[config.mk]
export PLATFORM = sky130hd
export DESIGN_NAME = en_delay_line
export DESIGN_NICKNAME = d
export VERILOG_FILES = /design/src/rtl/en_delay_line.sv
export SDC_FILE = /design/constraint.sdc
export NUM_CORES = 1
export LEC_CHECK = 0
export ABC_AREA = 1
export CORE_MARGIN = 2
export CORE_UTILIZATION = 56
export CTS_CLUSTER_SIZE = 16
export DETAILED_ROUTE_END_ITERATION = 12
export MAX_ROUTING_LAYER = met4
export PLACE_DENSITY_LB_ADDON = 0.15
export SYNTH_ARGS = -nofsm -noshare
export SYNTH_HDL_FRONTEND = slang
export SYNTH_SLANG_ARGS = --single-unit
export TNS_END_PERCENT = 50
[constraint.sdc]
create_clock -name clk -period 1.75 [get_ports clk]
set_clock_uncertainty 0.05 [all_clocks]
set_input_delay 0.525 -clock clk [delete_from_list [all_inputs] [get_ports clk]]
set_output_delay 0.525 -clock clk [all_outputs]
set_load 0.01 [all_outputs]
[src/rtl/en_delay_line.sv]
// Clock-enabled WIDTH x DEPTH delay line with per-stage valid bits and a saturating fill count.
// Optional combinational tap port is compiled in when EN_DELAY_LINE_TAP_EN is defined.
module en_delay_line #(
   parameter int unsigned WIDTH = 8,
   parameter int unsigned DEPTH = 4,
   localparam int unsigned CW = $clog2(DEPTH + 1),
   localparam int unsigned TW = (DEPTH > 1) ? $clog2(DEPTH) : 1
) (
   input  logic             clk,
   input  logic             rst_n,
   input  logic             en,
   input  logic             clr,
   input  logic [WIDTH-1:0] d,
`ifdef EN_DELAY_LINE_TAP_EN
   input  logic [TW-1:0]    tap_sel,
   output logic [WIDTH-1:0] tap,
   output logic             tap_valid,
`endif
   output logic [WIDTH-1:0] q,
   output logic             q_valid,
   output logic [CW-1:0]    fill
);

   localparam logic [CW-1:0] FillMax = CW'(DEPTH);

   logic [WIDTH-1:0] stage_q [DEPTH];
   logic [DEPTH-1:0] vld_q;
   logic [CW-1:0]    fill_q;

   always_ff @(posedge clk or negedge rst_n) begin
      if (!rst_n) begin
         for (int i = 0; i < DEPTH; i++) stage_q[i] <= '0;
         vld_q  <= '0;
         fill_q <= '0;
      end else if (clr) begin
         for (int i = 0; i < DEPTH; i++) stage_q[i] <= '0;
         vld_q  <= '0;
         fill_q <= '0;
      end else if (en) begin
         // d is only sampled here, so an X on d while disabled never reaches state
         stage_q[0] <= d;
         vld_q[0]   <= 1'b1;
         for (int i = 1; i < DEPTH; i++) begin
            stage_q[i] <= stage_q[i-1];
            vld_q[i]   <= vld_q[i-1];
         end
         if (fill_q < FillMax) fill_q <= fill_q + 1'b1;
      end
   end

   assign q       = stage_q[DEPTH-1];
   assign q_valid = vld_q[DEPTH-1];
   assign fill    = fill_q;

`ifdef EN_DELAY_LINE_TAP_EN
   // Compare-based select so out-of-range tap_sel naturally yields zeros
   always_comb begin
      tap       = '0;
      tap_valid = 1'b0;
      for (int i = 0; i < DEPTH; i++) begin
         if (tap_sel == TW'(i)) begin
            tap       = stage_q[i];
            tap_valid = vld_q[i];
         end
      end
   end
`endif

endmodule
; ---- After elaboration in Yosys (flattened, before gate mapping)
; Cells that the tools add are included.
; W data, S select, Z words.
[op_classes]
reduce_logical = 3
n_addsub = 1
n_lt_le_gt_ge = 1
muxes = 7
[ops]
columns = operator, count
row1 = $mux W32, 2
row2 = $mux W3, 3
row3 = $mux W4, 2
row4 = $reduce_bool A2 Y1, 2
row5 = $add A3 B1 Y3 const B, 1
row6 = $lt A3 B3 Y1 const B, 1
row7 = $reduce_and A2 Y1, 1
[word_totals]
out_inout_bits = 12
ff_bits = 39

; ---- Logic depth before layout (Yosys ltp)
[depth]
depth_word = 4
ltp_mapped = 5

; ---- Worst setup path before layout
; OpenSTA, ideal clock, no wires.
[synth_timing]
path_type = input -> register
start = input en
end = register vld_q[2]
n_path_buf = 1
slack_ns = 0.640
stages = 5
setup_time_ns = 0.083
required_time_ns = 1.617
arrival_time_ns = 0.977
cell_sequence = inv_2 nor2_4 buf_6 nand2_1 o21ai_0
[synth_between]
elab_chain_cells = 1
[synth_lines]
columns = element, line
row1 = from (decl), 11  ; input logic en,
row2 = $reduce_bool A2 Y1 (no line), --
row3 = "to (signal, indexed assignment)", 45  ; vld_q[i] <= vld_q[i-1];
row4 = to (decl), 27  ; logic [DEPTH-1:0] vld_q;
; Every way passes these cells.
; A chain may end at the register's enable or synchronous reset.

; ---- Worst setup path after layout
[layout_timing]
start = input clr
end = register vld_q[2]
[layout_between]
elab_chain_cells = 1
[layout_lines]
columns = element, line
row1 = from (decl), 12  ; input logic clr,
row2 = $mux W4 / $reduce_bool A2 Y1 (equally long branches), --
; Parallel ways exist; a longest one is shown, timed or not.

==> impl_metrics.tcl <==
set metrics [dict create \
    outcome "finished, final reports clean" \
    drv_slew 0 \
    cts_root_buf "sky130_fd_sc_hd__clkbuf_4" \
    grt_first_pass_wirelength_um 4180 \
    initial_util 0.579 \
    max_cap_violations 0 \
    nFillCells 239 \
    fmax_ghz 0.620 \
    tightest_slew_ns 0.590 \
    number_of_global_route_vias_before_repair 978 \
    postPlaceCellArea_um2 1760 \
    finalWorstSetupSlack_ns 0.136 \
    post_synth_num_cell_types 13 \
    total_leakage_power_nw 0.991 \
    diodes 0 \
    placed_cells_incl_taps 212 \
    critPathKind "in2reg" \
    design.core.area_um2 2690 \
    number_of_antenna_violations_at_the_first_check_in_global_routing 0 \
    dp.final_hpwl_um 1610 \
    delay_of_the_slowest_critical_path_stage_ns 0.54 \
    maximum_number_of_pins_on_one_net_before_global_route_repair 40 \
    cts_tree "done" \
    cts.hold.buffers_added 0 \
    grt_setup_unrepaired "false" \
    slew-limit-headroom 0.606 \
    die_width_um 56.7 \
    timing.critical_path.slowest_stage_cell "sky130_fd_sc_hd__clkdlybuf4s50_1" \
    synth_area_um2 1560 \
    cts.reportedPaths.clkPinSlew_ns 0.10 \
    synth-warning-count 0 \
    seq_area_frac_synth 0.628 \
    finalNetCount 202 \
    seq_area_um2 976 \
    wl_per_cell_um 10.8 \
    htree_num_levels 2 \
    preCtsSetupSlack_ns -0.199 \
    route.detailed.drc 0 \
    syn_area_per_cell_um2 9.37 \
    timing.critical_path.cells "clkdlybuf4s50_1 -> nor2_4 -> nand2_1 -> o21ai_0" \
    drt_wl_total_um 2390 \
    timing.critical_path.to_type "register" \
    stdcell_count 221 \
    cp.required_ns 1.95 \
    clock_sink_count 39 \
    vdd.ir_drop.worst_mv 0.725 \
    worstSkewPairLatency_ns 0.33 \
    p_per_area_nw_per_um2 862 \
    totalNegativeSetupSlack_ns 0 \
    viasPerCell 4.81 \
    gp_congestion 0.699 \
    setup.worst_path.start_class "primary input" \
    ios 24 \
    die_area_um2 3210 \
    ant_nets 0 \
    worstHoldPathType "in2async" \
    drt-initial-drc-count 19 \
    final_cell_area_um2 1820 \
    syn-num-nets 179 \
    final_min_period_over_clock_period 0.922 \
    synthesis.instances 166 \
    clk_path_buf_depth 2 \
    multi_input_gate_area_um2 442 \
    final_layout_size_suffix_gt1_frac 0.0895 \
    cp.arrival_ns 1.81 \
    cts-buffers-inserted 5 \
    final.min_clock_period_ns 1.61 \
    count_of_state_elements_after_synthesis 39 \
    holdWs_ns 0.162 \
    final_hold_violating_endpoints 0 \
    vias 1062 \
    place.port_buffers 23 \
    first_pass_iters 4 \
    setup_violations 0 \
    worstPathMaxFanout 28 \
    post-layout-total-power_mw 1.57 \
    track_usage 0.177 \
    overflow 0 \
    die_h_um 56.7 \
    finalCoreUtilization 0.677 \
    std_cell_rows 19 \
    layout-area-overhead-vs-synth_pct 16.9 \
]
## where the power goes
group	switching [mW]	leakage [nW]	internal, mW
combinational	0.0745	0.419	0.0516
sequential	0.0120	0.534	0.929
clock	0.264	0.0386	0.237
total	0.350	0.991	1.22
## repair_timing
item | 4_1_cts | 5_1_grt
setup buffers | 1 | 0
setup endpoints to repair | 12 | 0
resized for setup | 12 | 0
## placed cells by master, fill, tap and decap left out
cell	instances
sky130_fd_sc_hd__clkdlybuf4s50_1	10
sky130_fd_sc_hd__buf_4	5
sky130_fd_sc_hd__a21oi_1	1
sky130_fd_sc_hd__clkbuf_4	5
sky130_fd_sc_hd__nand2_1	78
sky130_fd_sc_hd__o21ai_0	19
sky130_fd_sc_hd__dlygate4sd2_1	12
sky130_fd_sc_hd__nand3_2	1
sky130_fd_sc_hd__dfrtp_1	39
sky130_fd_sc_hd__clkbuf_8	2
sky130_fd_sc_hd__ha_1	1
sky130_fd_sc_hd__nor2_1	1
sky130_fd_sc_hd__nor2_4	2
sky130_fd_sc_hd__inv_2	1
sky130_fd_sc_hd__inv_1	11
sky130_fd_sc_hd__buf_2	1
sky130_fd_sc_hd__clkbuf_1	1
## synthesized netlist by cell type, drive strengths merged
library cell / count / share of area
nand2: 78 / 0.19
a21oi: 1 / 0.0032
dfrtp: 39 / 0.63
nand3: 1 / 0.0064
o21ai: 19 / 0.061
ha: 1 / 0.0080
nor2: 3 / 0.017
buf: 12 / 0.060
inv: 12 / 0.029
## cell families (layout without fill, tap and decap cells)
group                    after synthesis  count (layout)  share of synthesized area
AND/OR/NAND/NOR                       82              82                      0.212
flip-flops                            39              39                      0.628
buffers and inverters                 24              48                     0.0885
AO/OA/AOI/OAI                         20              20                     0.0644
adder cells (fa/ha/maj)                1               1                    0.00804
## layout make-up
class | count | share of cell area
clock buffer | 8 | 0.0379
sequential | 39 | 0.537
inverter | 12 | 0.0248
timing repair buffer | 28 | 0.136
multi-input combinational | 103 | 0.243
tap | 31 | 0.0213
## path summary, 6_finish.rpt
path	startpoint	end	slack, ns	depth (start not counted)
max in group asynchronous	rst_n	vld_q[1]	1.15	2
min	rst_n	q[6]	0.16	2
max reg2reg	fill[0]	fill[1]	0.64	4
min reg2reg	stage_q[19]	stage_q[11]	0.42	2
min in group clk	stage_q[19]	stage_q[11]	0.42	2
max	clr	vld_q[2]	0.14	4
## state kept, by name, indices dropped and copies added (netlist names)
name     cells
fill         3
q            8
stage_q     24
vld_q        4
## worst max-delay path, delay by kind of cell
family,cells,cell delay (ns)
AOI/OAI and AO/OA,1,0.10
buffers and inverters,1,0.54
and+or+nand+nor,2,0.64
## routing by layer
layer  vias up  GRT usage  wire, um
li1        546          -         -
met4         0     0.0816        50
met2        26      0.264      1040
met1       483      0.225      1180
met3         7     0.0484       126
met5         -          -         0
Power figures use the tool's default switching activity.
